$ cat src/rtl/puf_soc_meas_ctrl.sv
// puf_soc_meas_ctrl
//   Measurement sequencer for an RO-PUF. For each response bit it selects an
//   RO pair, snapshots both counters, gates them for WIN_CYCLES, waits
//   SETTLE_CYCLES, then compares the wrap-safe count deltas and stores the
//   result bit. The finished RESP_BITS word is offered on a valid/ready port.
//
//   Optional feature macro: PUF_SOC_MAJ_VOTE_EN
//     When defined, each bit is measured three times on the same pair and the
//     bit is the majority of (da > db). The tie counter counts a bit once if
//     any of its passes tied.
//
// Ports
//   clk, rst_n              clock, asynchronous active-low reset
//   i_start, i_pair_base    run request and first RO-pair index (IDLE only)
//   i_cnt_a, i_cnt_b        live counter values of instances A and B
//   o_cnt_en                counter gate, high only in GATE
//   o_pair_idx              RO-pair select (base + bit index)
//   o_busy                  high whenever not IDLE
//   o_resp, o_resp_valid,
//   i_resp_ready            response word handshake
//   o_tie_cnt               bits decided by a tie, saturating at 255
module puf_soc_meas_ctrl #(
  parameter int unsigned CNT_BIT_SIZE  = 32,
  parameter int unsigned RESP_BITS     = 16,
  parameter int unsigned PAIR_W        = 4,
  parameter int unsigned WIN_CYCLES    = 1024,
  parameter int unsigned SETTLE_CYCLES = 4
) (
  input  logic                    clk,
  input  logic                    rst_n,
  input  logic                    i_start,
  input  logic [PAIR_W-1:0]       i_pair_base,
  input  logic [CNT_BIT_SIZE-1:0] i_cnt_a,
  input  logic [CNT_BIT_SIZE-1:0] i_cnt_b,
  output logic                    o_cnt_en,
  output logic [PAIR_W-1:0]       o_pair_idx,
  output logic                    o_busy,
  output logic [RESP_BITS-1:0]    o_resp,
  output logic                    o_resp_valid,
  input  logic                    i_resp_ready,
  output logic [7:0]              o_tie_cnt
);

  localparam int unsigned KW   = (RESP_BITS > 1) ? $clog2(RESP_BITS) : 1;
  localparam int unsigned TMAX = (WIN_CYCLES > SETTLE_CYCLES) ? WIN_CYCLES : SETTLE_CYCLES;
  localparam int unsigned TW   = $clog2(TMAX + 1);

  localparam logic [KW-1:0] K_LAST      = KW'(RESP_BITS - 1);
  localparam logic [TW-1:0] WIN_LOAD    = TW'(WIN_CYCLES - 1);
  localparam logic [TW-1:0] SETTLE_LOAD = TW'(SETTLE_CYCLES - 1);

  typedef enum logic [2:0] {
    S_IDLE, S_SNAP, S_GATE, S_SETTLE, S_EVAL, S_DONE
  } state_e;

  state_e                  state_q, state_d;
  logic [PAIR_W-1:0]       base_q, base_d;
  logic [KW-1:0]           k_q, k_d;
  logic [TW-1:0]           tmr_q, tmr_d;
  logic [CNT_BIT_SIZE-1:0] sa_q, sa_d, sb_q, sb_d;
  logic                    cnt_en_q, cnt_en_d;
  logic [PAIR_W-1:0]       pair_q, pair_d;
  logic                    busy_q, busy_d;
  logic [RESP_BITS-1:0]    resp_q, resp_d;
  logic                    valid_q, valid_d;
  logic [7:0]              tie_q, tie_d;
`ifdef PUF_SOC_MAJ_VOTE_EN
  logic [1:0]              pass_q, pass_d;
  logic [1:0]              votes_q, votes_d;
  logic                    tie_any_q, tie_any_d;
`endif

  logic [CNT_BIT_SIZE-1:0] da, db;
  logic                    gt, eq, bit_done, bit_v, tie_hit;

  always_comb begin
    state_d  = state_q;
    base_d   = base_q;
    k_d      = k_q;
    tmr_d    = tmr_q;
    sa_d     = sa_q;
    sb_d     = sb_q;
    cnt_en_d = cnt_en_q;
    pair_d   = pair_q;
    resp_d   = resp_q;
    valid_d  = valid_q;
    tie_d    = tie_q;
`ifdef PUF_SOC_MAJ_VOTE_EN
    pass_d    = pass_q;
    votes_d   = votes_q;
    tie_any_d = tie_any_q;
`endif
    // Unsigned subtraction modulo 2^CNT_BIT_SIZE tolerates counter wrap.
    da       = i_cnt_a - sa_q;
    db       = i_cnt_b - sb_q;
    gt       = (da > db);
    eq       = (da == db);
    bit_done = 1'b0;
    bit_v    = 1'b0;
    tie_hit  = 1'b0;

    unique case (state_q)
      S_IDLE: begin
        if (i_start) begin
          base_d  = i_pair_base;
          k_d     = '0;
          resp_d  = '0;
          tie_d   = '0;
          pair_d  = i_pair_base;
          state_d = S_SNAP;
`ifdef PUF_SOC_MAJ_VOTE_EN
          pass_d    = '0;
          votes_d   = '0;
          tie_any_d = 1'b0;
`endif
        end
      end
      S_SNAP: begin
        sa_d     = i_cnt_a;
        sb_d     = i_cnt_b;
        tmr_d    = WIN_LOAD;
        cnt_en_d = 1'b1;
        state_d  = S_GATE;
      end
      S_GATE: begin
        if (tmr_q == '0) begin
          cnt_en_d = 1'b0;
          tmr_d    = SETTLE_LOAD;
          state_d  = S_SETTLE;
        end else begin
          tmr_d = tmr_q - TW'(1);
        end
      end
      S_SETTLE: begin
        if (tmr_q == '0) state_d = S_EVAL;
        else             tmr_d   = tmr_q - TW'(1);
      end
      S_EVAL: begin
`ifdef PUF_SOC_MAJ_VOTE_EN
        if (pass_q != 2'd2) begin
          // Another pass on the same pair; o_pair_idx is left unchanged.
          pass_d    = pass_q + 2'd1;
          votes_d   = votes_q + {1'b0, gt};
          tie_any_d = tie_any_q | eq;
          state_d   = S_SNAP;
        end else begin
          bit_done  = 1'b1;
          bit_v     = ((votes_q + {1'b0, gt}) >= 2'd2);
          tie_hit   = tie_any_q | eq;
          pass_d    = '0;
          votes_d   = '0;
          tie_any_d = 1'b0;
        end
`else
        bit_done = 1'b1;
        bit_v    = gt;
        tie_hit  = eq;
`endif
        if (bit_done) begin
          resp_d[k_q] = bit_v;
          if (tie_hit && (tie_q != 8'hFF)) tie_d = tie_q + 8'd1;
          if (k_q == K_LAST) begin
            valid_d = 1'b1;
            state_d = S_DONE;
          end else begin
            k_d     = k_q + KW'(1);
            pair_d  = base_q + PAIR_W'(k_d);
            state_d = S_SNAP;
          end
        end
      end
      S_DONE: begin
        if (i_resp_ready) begin
          valid_d = 1'b0;
          state_d = S_IDLE;
        end
      end
      default: state_d = S_IDLE;
    endcase

    busy_d = (state_d != S_IDLE);
  end

  always_ff @(posedge clk or negedge rst_n) begin
    if (!rst_n) begin
      state_q  <= S_IDLE;
      base_q   <= '0;
      k_q      <= '0;
      tmr_q    <= '0;
      sa_q     <= '0;
      sb_q     <= '0;
      cnt_en_q <= 1'b0;
      pair_q   <= '0;
      busy_q   <= 1'b0;
      resp_q   <= '0;
      valid_q  <= 1'b0;
      tie_q    <= '0;
`ifdef PUF_SOC_MAJ_VOTE_EN
      pass_q    <= '0;
      votes_q   <= '0;
      tie_any_q <= 1'b0;
`endif
    end else begin
      state_q  <= state_d;
      base_q   <= base_d;
      k_q      <= k_d;
      tmr_q    <= tmr_d;
      sa_q     <= sa_d;
      sb_q     <= sb_d;
      cnt_en_q <= cnt_en_d;
      pair_q   <= pair_d;
      busy_q   <= busy_d;
      resp_q   <= resp_d;
      valid_q  <= valid_d;
      tie_q    <= tie_d;
`ifdef PUF_SOC_MAJ_VOTE_EN
      pass_q    <= pass_d;
      votes_q   <= votes_d;
      tie_any_q <= tie_any_d;
`endif
    end
  end

  assign o_cnt_en     = cnt_en_q;
  assign o_pair_idx   = pair_q;
  assign o_busy       = busy_q;
  assign o_resp       = resp_q;
  assign o_resp_valid = valid_q;
  assign o_tie_cnt    = tie_q;

endmodule

$ cat config.mk
export PLATFORM = sky130hd
export DESIGN_NAME = puf_soc_meas_ctrl
export DESIGN_NICKNAME = d
export VERILOG_FILES = /design/src/rtl/puf_soc_meas_ctrl.sv
export SDC_FILE = /design/constraint.sdc
export NUM_CORES = 1
export LEC_CHECK = 0
export ABC_AREA = 1
export CORE_MARGIN = 5
export CORE_UTILIZATION = 40
export DETAILED_ROUTE_END_ITERATION = 8
export GPL_TIMING_DRIVEN = 0
export PLACE_DENSITY = 0.61
export SKIP_CTS_REPAIR_TIMING = 1
export SLEW_MARGIN = 10
export SYNTH_ARGS = -nofsm -noshare
export SYNTH_HDL_FRONTEND = slang
export SYNTH_SLANG_ARGS = --single-unit
export TNS_END_PERCENT = 10
$ cat constraint.sdc
create_clock -name clk -period 3.4 [get_ports clk]
set_input_delay 0.68 -clock clk [delete_from_list [all_inputs] [get_ports clk]]
set_output_delay 0.68 -clock clk [all_outputs]
set_load 0.005 [all_outputs]
Word level (Yosys, flattened, before mapping)

Index checks and enable logic that the tools add are counted.
Widths: inputs -> output; s select.

Add/subtract/negate cells: 6
Magnitude comparators: 3
Equal/unequal tests: 15
Muxes and demuxes: 28
Reductions and logical operators: 16

Operators by type and width:

| kind                  | count |
|---|---|
| $sub 32x32->32        | 2 |
| $pmux 11 s3           | 1 |
| $eq 32x32->1          | 1 |
| $gt 32x32->1          | 1 |
| $pmux 16 s2           | 1 |
| $mux 11               | 2 |
| $pmux 3 s6            | 1 |
| $bwmux 16             | 1 |
| $mux 16               | 1 |
| $mux 4                | 4 |
| $mux 8                | 2 |
| $pmux 4 s2            | 2 |
| $pmux 8 s2            | 1 |
| $mux 3                | 5 |
| $ne 2x2->1 const B    | 7 |
| $logic_not 11->1      | 1 |
| $sub 11x1->11 const B | 1 |
| $reduce_and 3->1      | 3 |
| $add 8x1->8 const B   | 1 |
| $ne 8x8->1 const B    | 1 |
| $reduce_and 2->1      | 4 |
| $eq 3x2->1 const B    | 2 |
| $eq 3x3->1 const B    | 2 |
| $reduce_bool 2->1     | 3 |
| 12 further kinds      | 18 |

Flip-flop bits (word level): 117
Input bits: 72
Output and inout bits: 31
Logic and storage cells: 80

Depth between registers and ports, before layout

Gate-level depths: netlist of run 1.

Depth after elaboration: 6
Gate-level depth with buffers: 27
Gate-level depth less buffers: 27

Worst setup path after synthesis of run 1

OpenSTA, ideal clock, no wires.

Path type: input to register
Start point: input port i_cnt_a[0]
End point: register resp_q[12], in the netlist o_resp[12]
Setup time: 0.121 ns
Data arrival time: 3.187 ns
Required time: 3.279 ns
Slack: 0.091 ns
Stages on the path: 25
Path buffers: 1
Cell sequence: inv_1 -> ha_1 -> inv_1 -> fa_1 -> nand2_1 -> nand2_1 -> o21ai_2 -> inv_1 -> nand2_1 -> nand2_1 -> nand2_1 -> nand2_1 -> nand2_1 -> nand2_1 -> nand2_1 -> nand2_1 -> ha_1 -> nand2_1 -> nor2_1 -> nand4_1 -> nor2_2 -> nand4_2 -> buf_6 -> nand3_1 -> nand2_1

Cells in the longest elaborated chain, start to end: 4

Ends and longest elaborated chain:

| element                | line | RTL |
|---|---|---|
| start: declaration     | 33   | `input logic [CNT_BIT_SIZE-1:0] i_cnt_a,` |
| $sub 32x32->32         | 94   | `da = i_cnt_a - sa_q;` |
| $gt 32x32->1           | 96   | `gt = (da > db);` |
| $bwmux 16              | 160  | `resp_d[k_q] = bit_v;` |
| $pmux 16 s2            | 102  | `unique case (state_q)` |
| end signal: assignment | 213  | `resp_q <= resp_d;` |
| end: declaration       | 64   | `logic [RESP_BITS-1:0] resp_q, resp_d;` |

Every way passes these cells.
A chain may end at the register's enable or synchronous reset.

Final worst setup path of run 1

Start point: input port i_cnt_b[0]
End point: register tie_q[5], in the netlist o_tie_cnt[5]

Cells in the longest elaborated chain, start to end: 5

Ends and longest elaborated chain:

| element                    | line | RTL |
|---|---|---|
| start: declaration         | 34   | `input logic [CNT_BIT_SIZE-1:0] i_cnt_b,` |
| $sub 32x32->32             | 95   | `db = i_cnt_b - sb_q;` |
| $eq 32x32->1               | 97   | `eq = (da == db);` |
| $logic_and 1x1->1          | 161  | `if (tie_hit && (tie_q != 8'hFF)) tie_d = tie_q + 8'd1;` |
| $ne 2x2->1 (no line)       | -    |  |
| $reduce_and 3->1 (no line) | -    |  |
| end signal: assignment     | 215  | `tie_q <= tie_d;` |
| end: declaration           | 66   | `logic [7:0] tie_q, tie_d;` |

Every way passes these cells.

==> results.sh, run 1 <==
export IMPL_clock_skew_ns=0.0189
export IMPL_slew_headroom_pct=54.4
export IMPL_grt_usage_pct=19.4
export IMPL_die_area_sq_um=28100
export IMPL_synth_seq_cells=117
export IMPL_worst_ep_arrival_time_ns=3.71
export IMPL_place_congestion=0.928
export IMPL_grt_max_degree=83
export IMPL_fin_crit_ns=3.36
export IMPL_setup_ws_ns=0.0406
export IMPL_cts_tree="done"
export IMPL_maxCapViolCount=0
export IMPL_wl_per_cell_um=15.0
export IMPL_timing_fmax_mhz=298
export IMPL_syn_inst=1439
export IMPL_io_pins=103
export IMPL_tightestPinTransition_ns=0.684
export IMPL_port_buffers=102
export IMPL_drt_pass1_iterations=5
export IMPL_holdWs_ns=0.131
export IMPL_ys_async_sr_fraction_pct=100
export IMPL_die_h_um=168
export IMPL_fin_cells=1952
export IMPL_fillCellCount=2333
export IMPL_clk_pin_slew_ns=0.07
export IMPL_overflow=0
export IMPL_ys_seq_area_share_pct=29.5
export IMPL_grt_pass1_wl_um=45500
export IMPL_vdd_drop_max_v=0.000394
export IMPL_cp_data_required_time_ns=3.75
export IMPL_drive_above_1_share_pct=21.9
export IMPL_cp_max_fo=8
export IMPL_layout_nets=1792
export IMPL_drv_slew=0
export IMPL_clk_latency_ns=0.44
export IMPL_vias_per_cell=5.20
export IMPL_drcViolationCount=0
export IMPL_cts_inserted_buffers=17
export IMPL_die_w_um=168
export IMPL_fp_coreArea_sq_um=24400
export IMPL_holdCritPathClass="in2async"
export IMPL_crit_top_cell="nand2_4"
export IMPL_hpwl_um=21500
export IMPL_status="finished, final reports clean"
export IMPL_grt_antenna_before_repair=6
export IMPL_htreeDepth=4
export IMPL_yosys_most_used_dff="dfrtp_1"
export IMPL_dpl_cell_count=1866
export IMPL_synth_distinct_cells=39
export IMPL_yosys_warnings=0
export IMPL_synth_nets=1617
export IMPL_hold_viol_final=0
export IMPL_dpl_worst_slack_ns=-1.05
export IMPL_ant_nets=0
export IMPL_syn_to_final_growth_pct=40.9
export IMPL_synth_edf_count=0
export IMPL_rsz0062_at_grt="yes"
export IMPL_critical_path_class="in2reg"
export IMPL_grt_pass1_vias=9414
export IMPL_avgSynthCellArea_sq_um=6.90
export IMPL_drtIter0Drc=496
export IMPL_crit_path_start_kind="input pin"
export IMPL_setup_violations=0
export IMPL_rows=57
export IMPL_tns_ns=0
export IMPL_vias=10200
export IMPL_critical_path_slowest_cell="fa_2"
export IMPL_ff_latch_area_sq_um=2930
export IMPL_max_stage_delay_ns=0.38
export IMPL_wirelength_um=29200
export IMPL_clockRootBuffer="clkbuf_16"
export IMPL_initial_utilization_pct=40.7
export IMPL_endpoint_kind="register"
export IMPL_ctsLongestPathBuffers=2
export IMPL_netlist_area_sq_um=9930
export IMPL_powerDensity_nw_per_um2=966
export IMPL_multiInputGateArea_sq_um=7740
export IMPL_finalCritPeriodShare_pct=98.8
export IMPL_leakage_nw=6.93
export IMPL_fin_total_pwr_mw=13.5
export IMPL_cts_sinks=117
-- metal layers --
layer	vias up	share of wire (%)	global-route usage, %
met5	-	0.21	0
met4	10	1.7	5.08
met3	54	4.4	3.82
met2	229	49	32.9
met1	4758	45	25.5
li1	5101	-	-
-- state kept, by name (all words and copies together) (netlist names) --
register / count
base_q: 4
k_q: 4
o_busy: 1
o_cnt_en: 1
o_pair_idx: 4
o_resp: 16
o_resp_valid: 1
o_tie_cnt: 8
sa_q: 32
sb_q: 32
state_q: 3
tmr_q: 11
-- cell type report --
cell class | instances | share of cell area [%]
antenna | 1 | 0.0179
buffer | 21 | 0.814
clock buffer | 17 | 3.04
clock inverter | 15 | 1.12
inverter | 166 | 4.49
multi-input combinational | 1136 | 55.3
sequential | 117 | 20.9
tap | 324 | 2.90
timing repair buffer | 155 | 11.4
-- worst max-delay path: cells and delay by family --
family	cells	cell delay, ns
fa+ha+maj	3	0.83
simple gates	17	1.70
compound gates	2	0.17
buf+inv	4	0.31
-- synthesized netlist by cell type (3+ instances only) --
master / instances / area share [%]
a21o_1: 10 / 0.76
a21oi_1: 151 / 7.6
a31oi_1: 6 / 0.38
buf_1: 5 / 0.19
buf_2: 10 / 0.50
buf_4: 3 / 0.23
dfrtp_1: 117 / 29
fa_1: 3 / 0.60
ha_1: 103 / 13
inv_1: 162 / 6.1
inv_2: 4 / 0.15
nand2_1: 353 / 13
nand2_2: 12 / 0.76
nand3_1: 77 / 3.9
nand3b_1: 11 / 0.83
nand4_1: 11 / 0.69
nor2_1: 202 / 7.6
nor2_2: 8 / 0.50
nor3_1: 16 / 0.81
o211ai_1: 21 / 1.6
o21a_1: 4 / 0.30
o21ai_0: 68 / 3.4
o21ai_1: 7 / 0.35
o21ai_2: 4 / 0.35
xnor2_1: 20 / 1.8
xor2_1: 31 / 2.7
-- placed cells by master (no fill, tap or decap), types with 11 or more instances in the layout --
cell             count
a21oi_1            102
a21oi_2             39
buf_4               52
clkbuf_16           17
clkdlybuf4s50_1     43
dfrtp_1            117
dlymetal6s2s_1      57
ha_1                42
ha_4                60
inv_1              157
nand2_1            313
nand2_2             44
nand2_4             11
nand3_1             66
nand3_2             12
nand3b_1            11
nand4_1             11
nor2_1             174
nor2_2              26
nor2_4              12
o211ai_1            21
o21ai_0             36
o21ai_1             32
xnor2_1             20
xor2_1              31
-- cells by family after synthesis --
group           count (synthesis)  synth area share (%)
simple gates                  702                  29.7
compound gates                273                  14.9
buf+inv                       187                  7.38
flops                         117                  29.5
fa+ha+maj                     106                  13.6
xor+xnor                       52                  4.66
mux                             2                 0.227
-- path summary, 6_finish.rpt --
check                      cells after the start          from  slack (ns)           end
setup reg to reg                              26       sa_q[0]        0.06  o_tie_cnt[5]
min in group clk                               2  o_resp_valid        0.49  o_resp_valid
hold reg to reg                                2  o_resp_valid        0.49  o_resp_valid
setup / recovery                              26    i_cnt_b[0]        0.04  o_tie_cnt[5]
max in group asynchronous                      2         rst_n        2.51     o_resp[3]
hold / removal                                 1         rst_n        0.13      sa_q[24]
-- where the power goes --
part           internal [mW]  total (mW)  switching (mW)
clock network          0.980        1.82           0.842
logic                   4.10        9.52            5.42
registers               1.93        2.17           0.241
total                   7.01        13.5            6.51
-- stage by stage --
stage          util (%)  area (sq um)
3_5_place_dp       46.7         11400
2_1_floorplan         -          9930
4_1_cts            49.1         12000
6_report           57.4         14000
5_1_grt            57.4         14000
3_3_place_gp       46.6         11400
Power figures use the tool's default switching activity.
==> run 2: changes to the inputs <==
- GPL_ROUTABILITY_DRIVEN: default -> 0
- PLACE_DENSITY: 0.61 -> 0.63
- SLEW_MARGIN: 10 -> 5
- clock period: 3.4 -> 3 ns (I/O delays scaled with it)
==> run 2 against run 1 <==
The flow now finishes with violations (negative setup slack). Combinational power up 6%. Design area fell by 3.7%. Via count is 2.3% lower. Utilization shrank 2.1 points. Largest cell class unchanged. Highest routed layer unchanged.
==> results.sh, run 2 (synthesized netlist as in run 1, its figures left out) <==
export IMPL_status="finished with violations"
export IMPL_violations="negative setup slack"
export IMPL_maxCapViolCount=0
export IMPL_cp_max_fo=10
export IMPL_cts_tree="done"
export IMPL_vias_per_cell=5.13
export IMPL_crit_path_start_kind="input pin"
export IMPL_port_buffers=102
export IMPL_hold_viol_final=0
export IMPL_overflow=0
export IMPL_clk_pin_slew_ns=0.07
export IMPL_vdd_drop_max_v=0.000496
export IMPL_critical_path_class="in2reg"
export IMPL_leakage_nw=6.55
export IMPL_hpwl_um=21300
export IMPL_wl_per_cell_um=14.7
export IMPL_drtIter0Drc=568
export IMPL_cts_inserted_buffers=17
export IMPL_grt_max_degree=80
export IMPL_slew_headroom_pct=54.9
export IMPL_fillCellCount=2330
export IMPL_grt_antenna_before_repair=5
export IMPL_holdCritPathClass="in2async"
export IMPL_setup_violations=24
export IMPL_tightestPinTransition_ns=0.676
export IMPL_cts_sinks=117
export IMPL_drt_pass1_iterations=6
export IMPL_die_w_um=168
export IMPL_powerDensity_nw_per_um2=1100
export IMPL_final_common_cell="nand2_1"
export IMPL_grt_pass1_vias=9457
export IMPL_syn_to_final_growth_pct=35.7
export IMPL_drv_slew=0
export IMPL_cp_data_required_time_ns=3.32
export IMPL_grt_pass1_wl_um=44900
export IMPL_setup_ws_ns=-0.323
export IMPL_die_h_um=168
export IMPL_rsz0062_at_grt="yes"
export IMPL_vias=9922
export IMPL_grt_usage_pct=19.2
export IMPL_layout_nets=1773
export IMPL_mostFrequentLayoutCells="nand2_1 (317), nor2_1 (180), inv_1 (158)"
export IMPL_holdWs_ns=0.0668
export IMPL_drcViolationCount=0
export IMPL_worst_ep_arrival_time_ns=3.64
export IMPL_drive_above_1_share_pct=18.9
export IMPL_io_pins=103
export IMPL_clockRootBuffer="clkbuf_16"
export IMPL_finalCritPeriodShare_pct=111
export IMPL_fin_crit_ns=3.32
export IMPL_die_area_sq_um=28100
export IMPL_clock_skew_ns=0.0149
export IMPL_timing_fmax_mhz=301
export IMPL_final_util_pct=55.2
export IMPL_endpoint_kind="register"
export IMPL_ctsLongestPathBuffers=2
export IMPL_wirelength_um=28500
export IMPL_clk_latency_ns=0.44
export IMPL_ant_nets=0
export IMPL_htreeDepth=4
export IMPL_rows=57
export IMPL_initial_utilization_pct=40.7
export IMPL_fp_coreArea_sq_um=24400
[run 2: cell count changes in the layout (fill, tap and decap cells not counted), moves of 10 or more]
cell,previous run,this run
buf_4,52,35
ha_2,1,11
dlymetal6s2s_1,57,31
clkdlybuf4s50_1,43,70
ha_4,60,46
[run 2: final cells by class]
type	instances	area [sq um]	area share (%)
tap	324	405	3.01
inverter	166	628	4.66
clock buffer	17	425	3.16
timing repair buffer	136	1380	10.2
sequential	117	2930	21.7
antenna	1	2.50	0.0186
multi-input combinational	1136	7420	55.1
buffer	21	114	0.845
clock inverter	15	178	1.32
[run 2: report_power, final]
part	internal, mW	switching, mW
Sequential	2.18	0.272
Combinational	4.31	5.83
Clock	1.20	0.974
[run 2: critical path, stage by stage]
cell,delay (ns)
clkdlybuf4s50_1,0.49
ha_2,0.32
a21oi_1,0.22
o21ai_1,0.13
a21oi_2,0.18
nor2_1,0.07
nor2_1,0.15
nand2_1,0.07
nand2_1,0.05
nand2_1,0.05
ha_1,0.27
nand2_1,0.07
nor2_2,0.14
nand2_2,0.10
nor2_4,0.19
nand4_4,0.19
buf_6,0.20
nand3_1,0.08
nand2_1,0.05
[run 2: metal layers]
layer	wire length, um	global-route usage [%]
met5	42	0
met4	310	4.41
met3	1420	3.98
met2	14100	32.9
met1	12700	24.9
[run 2: through the flow]
stage / total power, mW / instance area (sq um) / std cells / TNS [ns] / setup slack (ns)
2_1_floorplan: 8.61 / 9960 / 1439 / -2.31 / -0.132
3_3_place_gp: 10.4 / 11400 / 1865 / -442.01 / -3.57
3_5_place_dp: 10.6 / 11400 / 1866 / -28.03 / -1.23
4_1_cts: 12.8 / 12000 / 1898 / -17.41 / -0.792
5_1_grt: 16.2 / 13500 / 1933 / -12.42 / -0.561
6_report: 14.8 / 13500 / 1933 / -6.72 / -0.323
[run 2: worst paths after layout]
kind	from	endpoint	slack [ns]	cells after the start
setup / recovery	i_cnt_a[21]	o_resp[13]	-0.32	19
hold / removal	rst_n	tmr_q[9]	0.07	1
setup reg to reg	sa_q[0]	o_resp[13]	-0.30	24
hold reg to reg	o_resp_valid	o_resp_valid	0.48	2
max in group asynchronous	rst_n	o_resp[4]	2.19	2
min in group clk	o_resp_valid	o_resp_valid	0.48	2
==> run 3: changes to the inputs <==
- SLEW_MARGIN: 5 -> 20
- clock period: 3 -> 2.73 ns (I/O delays scaled with it)
==> run 3 against run 2 <==
The flow still finishes with violations (negative setup slack). Sequential cell count stayed put. Design area is 0.21% lower. Combinational power is 9.9% higher. Final cell count is 0.21% lower. Die area stayed put. First-iteration DRC count is 12% higher. Clock power is 5% higher. Clock skew is 0.0022 ns higher. Wire length is 2.0% higher. Global-route usage is 0.15 points higher. Via count is 0.93% higher. Critical endpoint is now o_resp[5]. Largest cell class unchanged.
==> results.sh, run 3 (synthesized netlist as in run 1, its figures left out) <==
export IMPL_final_util_pct=55.1
export IMPL_vdd_drop_max_v=0.000529
export IMPL_critical_path_slowest_cell="clkdlybuf4s50_1"
export IMPL_violations="negative setup slack"
export IMPL_hold_viol_final=0
export IMPL_setup_violations=24
export IMPL_endpoint_kind="register"
export IMPL_maxCapViolCount=0
export IMPL_port_buffers=102
export IMPL_diodes=0
export IMPL_ctsLongestPathBuffers=2
export IMPL_io_pins=103
export IMPL_wirelength_um=29100
export IMPL_rows=57
export IMPL_r2r_setup_slack_ns=-0.53
export IMPL_cts_inserted_buffers=17
export IMPL_crit_path_start_kind="input pin"
export IMPL_initial_utilization_pct=40.7
export IMPL_htreeDepth=4
export IMPL_fillCellCount=2344
export IMPL_final_common_cell="nand2_1"
export IMPL_status="finished with violations"
export IMPL_fp_coreArea_sq_um=24400
export IMPL_clock_skew_ns=0.0171
export IMPL_powerDensity_nw_per_um2=1200
export IMPL_place_area_sq_um=11400
export IMPL_setup_ws_ns=-0.578
export IMPL_worst_ep_arrival_time_ns=3.62
export IMPL_crit_chain="clkdlybuf4s50_1 -> ha_2 -> a21oi_2 -> o21ai_0 -> a21oi_1 -> nor2_1 -> nor2_1 -> nand2_1 -> nand2_1 -> nand2_1 -> ha_1 -> nand2_1 -> nor2_2 -> nand2_2 -> nor2_4 -> nand4_4 -> buf_6 -> nand3_1 -> nand2_1"
export IMPL_grt_use_met2_pct=33.7
export IMPL_overflow=0
export IMPL_max_stage_delay_ns=0.50
export IMPL_rsz0062_at_grt="yes"
export IMPL_grt_pass1_vias=9509
export IMPL_critical_path_class="in2reg"
export IMPL_layout_nets=1770
export IMPL_vias_per_cell=5.19
export IMPL_gr_max_usage_layer="met2"
export IMPL_tightestPinTransition_ns=0.674
export IMPL_die_w_um=168
export IMPL_grt_util_met1_pct=25.0
export IMPL_syn_to_final_growth_pct=35.4
export IMPL_holdCritPathClass="in2async"
export IMPL_leakage_nw=6.49
export IMPL_vias=10000
export IMPL_clk_latency_ns=0.43
export IMPL_dpl_worst_slack_ns=-1.43
export IMPL_fin_crit_ns=3.31
export IMPL_crit_top_cell="nand2_1"
export IMPL_die_h_um=168
export IMPL_drcViolationCount=0
export IMPL_tns_ns=-12.26
export IMPL_finalCritPeriodShare_pct=121
export IMPL_cp_max_fo=10
export IMPL_cp_data_required_time_ns=3.05
export IMPL_met3_usage_pct=3.65
export IMPL_grt_pass1_wl_um=45200
export IMPL_cts_tree="done"
export IMPL_grt_max_degree=68
export IMPL_slew_headroom_pct=55.1
export IMPL_mostFrequentLayoutCells="nand2_1 (319), nor2_1 (179), inv_1 (158)"
export IMPL_grt_usage_pct=19.3
export IMPL_timing_fmax_mhz=302
export IMPL_wl_per_cell_um=15.1
export IMPL_cts_sinks=117
export IMPL_drv_slew=0
export IMPL_clk_pin_slew_ns=0.07
export IMPL_drive_above_1_share_pct=18.9
export IMPL_clockRootBuffer="clkbuf_16"
export IMPL_grt_antenna_before_repair=6
export IMPL_drtIter0Drc=637
export IMPL_drt_pass1_iterations=7
export IMPL_hpwl_um=21400
export IMPL_fin_area_sq_um=13400
export IMPL_ant_nets=0
export IMPL_die_area_sq_um=28100
-- run 3: per-layer routing --
layer / wire length [um] / up-vias
li1: - / 5037
met1: 12600 / 4673
met2: 14500 / 245
met3: 1460 / 47
met4: 421 / 12
met5: 61 / -
-- run 3: critical path, delay by kind of cell --
kind | cells | cell delay [ns]
AOI/OAI and AO/OA | 3 | 0.52
adders and majority gates | 2 | 0.61
buffers and inverters | 2 | 0.70
and+or+nand+nor | 12 | 1.25
-- run 3: power by group --
group	total, mW	internal, mW	switching (mW)
sequential	2.70	2.40	0.303
combinational	11.1	4.65	6.46
clock	2.28	1.22	1.06
-- run 3: cell type report --
class	instances	area, sq um	area share, %
Clock buffer	17	425	3.16
Multi-Input combinational cell	1136	7440	55.4
Timing Repair Buffer	133	1350	10.0
Clock inverter	15	158	1.17
Buffer	21	114	0.847
Sequential cell	117	2930	21.8
Inverter	166	628	4.67
Tap cell	324	405	3.01
-- run 3: per-stage QoR --
step / total power, mW / cells / hold WS (ns)
finish: 16.1 / 1929 / 0.0651
global route: 17.7 / 1929 / 0.105
CTS: 14.0 / 1898 / 0.0813
detailed placement: 11.6 / 1866 / 0.463
global placement: 11.4 / 1865 / 0.465
floorplan: 9.46 / 1439 / 0.250
-- run 3: path summary, 6_finish.rpt --
| check | cells past startpoint | start | end |
|---|---|---|---|
| min | 1 | rst_n | tmr_q[7] |
| min reg2reg | 2 | o_resp_valid | o_resp_valid |
| max | 19 | i_cnt_b[17] | o_resp[5] |
| max in group asynchronous | 2 | rst_n | sb_q[28] |
| min in group clk | 3 | i_cnt_b[0] | sb_q[0] |
| max reg2reg | 24 | sa_q[0] | o_resp[5] |
==> edit: new RTL, settings of run 1 <==
Set the parameter `WIN_CYCLES` to 512 (it was 1024).
--- a/src/rtl/puf_soc_meas_ctrl.sv
+++ b/src/rtl/puf_soc_meas_ctrl.sv
@@ -25,3 +25,3 @@
   parameter int unsigned PAIR_W        = 4,
-  parameter int unsigned WIN_CYCLES    = 1024,
+  parameter int unsigned WIN_CYCLES    = 512,
   parameter int unsigned SETTLE_CYCLES = 4
Function: same outputs for any inputs over 10 cycles, from zero or initial values and one cycle with rst_n low; that may be too few to reach the edited logic, so the function may still have changed.
==> edit against run 1 <==
- wire length up 1.9%
- synthesized area down 1.8%
- final cell count down 3.8%
- sequential cell count down 1
- setup slack worse by 0.0090 ns
- highest routed layer unchanged
- fmax down 0.27%
- total power up 8.0%
- final area up 1.2%
- synthesized cell count down 4.7%
- hold slack better by 0.018 ns
==> edit: results (changes against run 1) <==
CTS
  – H-tree levels: 4 (unchanged)
  – TritonCTS buffer count: 17 (unchanged)
  – CTS clk-pin slew, worst paths: 0.06 ns
  – Root buf cell: clkbuf_16 (unchanged)
  – Longest Clk Path Bufs: 2 (unchanged)
  – Clk Latency, worst-skew pair: 0.43 ns

Layout
  – Share of cells above drive strength 1: 25.8% (was 21.9%)
  – # nets final: 1719 (was 1792)
  – Antenna Cells: 0 (was 1)

Worst setup path
  – Crit path max fanout: 8 (unchanged)
  – Critical Path AT: 3.72 ns (was 3.71 ns)

STA
  – Slew HR: 56.2% (was 54.4%)
  – Final setup skew: 0.0142 ns (was 0.0189 ns)

Global routing
  – Pin count of the biggest net entering global routing: 82 (was 83)
  – Vias in the first global route: 9245 (was 9414)
  – Total track usage: 19.5% (was 19.4%)
  – First-pass GRT wire length: 44800 um (was 45500 um)
  – Antenna violations before repair: 3 (was 6)

Drt
  – Vias: 9856 (was 10152)
  – 1st-pass router iterations: 7 (was 5)
  – Iter 0 DRT Violations: 679 (was 496)
  – Post-Route WL: 29800 um (was 29200 um)
  – WL per Instance: 15.9 um (was 15.0 um)

Placement
  – Placed cells: 1799 (was 1866)
  – IO buf count: 102 (unchanged)
  – Final HPWL from detailed placement: 21500 um (about the same)
  – Placed inst area: 0.0112 mm^2 (was 0.0114 mm^2)
  – Dpl ws: -0.926 ns (was -1.05 ns)
  – GP Congestion: 0.912 (was 0.928)

Yosys
  – Netlist cell types: 44 (was 39)
  – Sequential fraction of the synthesis area: 29.8% (was 29.5%)
  – Mapped Nets: 1550 (was 1617)
  – Syn_area_per_cell: 7.11 um^2 (was 6.90 um^2)
  – Async SR Flop Fraction: 100% (unchanged)
  – Top post-synthesis cells by area: dfrtp_1, ha_1, nand2_1 (was dfrtp_1, nand2_1, ha_1)
  – Synth Flop Type: dfrtp_1 (unchanged)
  – Post-synth top cells: nand2_1, a21oi_1, inv_1 (was nand2_1, nor2_1, inv_1)
  – Syn. warnings: 0 (unchanged)

Pwr
  – VDD IR-drop max: 568 uV (was 394 uV)
  – Lkg Pwr: 6.77 nW (was 6.93 nW)
  – Switching part of the total: 46.6% (was 48.1%)

Outcome
  – Run status: complete, no violations (unchanged)

Hold path
  – Hold/Removal Path Class: input pin to asynchronous set/reset pin (unchanged)

Floorplanning
  – Core Area: 0.0242 mm^2 (was 0.0244 mm^2)
[edit: cell count changes in the layout (fill, tap and decap cells not counted), sizes merged, moves of 5 or more]
cell / change
nand2: -54
nor2: -46
a21oi: +25
o211ai: -21
o21ai: +13
buf: -9
nand4: +9
inv: -8
o21a: +7
clkbuf: +6
nand3: -6
bufinv: +5
[edit: path summary, 6_finish.rpt]
kind,from,end,slack (ns),cells past startpoint
max,sa_q[0]$_DFFE_PN0P_,o_resp[3]$_DFFE_PN0P_,0.03,22
min,rst_n,sa_q[25]$_DFFE_PN0P_,0.15,1
max reg2reg,sa_q[0]$_DFFE_PN0P_,o_resp[3]$_DFFE_PN0P_,0.03,22
min reg2reg,base_q[2]$_DFFE_PN0P_,base_q[2]$_DFFE_PN0P_,0.49,2
max in group asynchronous,rst_n,sb_q[6]$_DFFE_PN0P_,2.50,2
min in group clk,base_q[2]$_DFFE_PN0P_,base_q[2]$_DFFE_PN0P_,0.49,2
[edit: kinds of logic after synthesis]
kind of cell	Yosys count	synth area share (%)
xor+xnor	56	5.03
fa+ha+maj	106	13.8
buf+inv	185	7.37
compound gates	300	16.8
simple gates	607	27.0
flops	116	29.8
mux	2	0.231
[edit: final cells by class]
type                            count  area [um^2]
Timing Repair Buffer              150         1550
Buffer                             18         98.8
Clock inverter                     11          199
Fill cell                        2130        10000
Inverter                          167          637
Sequential cell                   116         2900
Tap cell                          324          405
Clock buffer                       21          460
Multi-Input combinational cell   1071         7910
[edit: power by group through the flow]
stage,Sequential (mW),Combinational (mW),Clock [mW]
after floorplan,2.24,5.46,0
after global placement,2.30,7.21,0
after detailed placement,2.30,7.34,0
after global routing,2.37,11.3,2.14
after CTS,2.29,7.41,2.09
final,2.30,10.2,2.06
[edit: critical path: stages (launching register included)]
cell	delay (ns)
dfrtp_1	0.42
ha_4	0.18
inv_4	0.04
fa_2	0.38
nand3_2	0.09
nand2_2	0.07
a21o_1	0.22
nand2_1	0.09
nand2_2	0.08
nand2_2	0.10
nand2_1	0.05
nand2_1	0.07
nand2_2	0.08
ha_4	0.28
nand2_4	0.04
nor2_4	0.11
nand4_1	0.17
nor2_4	0.22
nand2_1	0.08
nand2_2	0.09
nand2_4	0.10
clkbuf_16	0.18
a21oi_2	0.13
[edit: per-layer routing]
layer / global-route usage (%) / wire length [um] / vias up
met4: 5.60 / 634 / 6
met2: 33.1 / 14700 / 256
met1: 25.3 / 13000 / 4641
met5: 0 / 33 / -
met3: 4.07 / 1400 / 54
li1: - / - / 4899
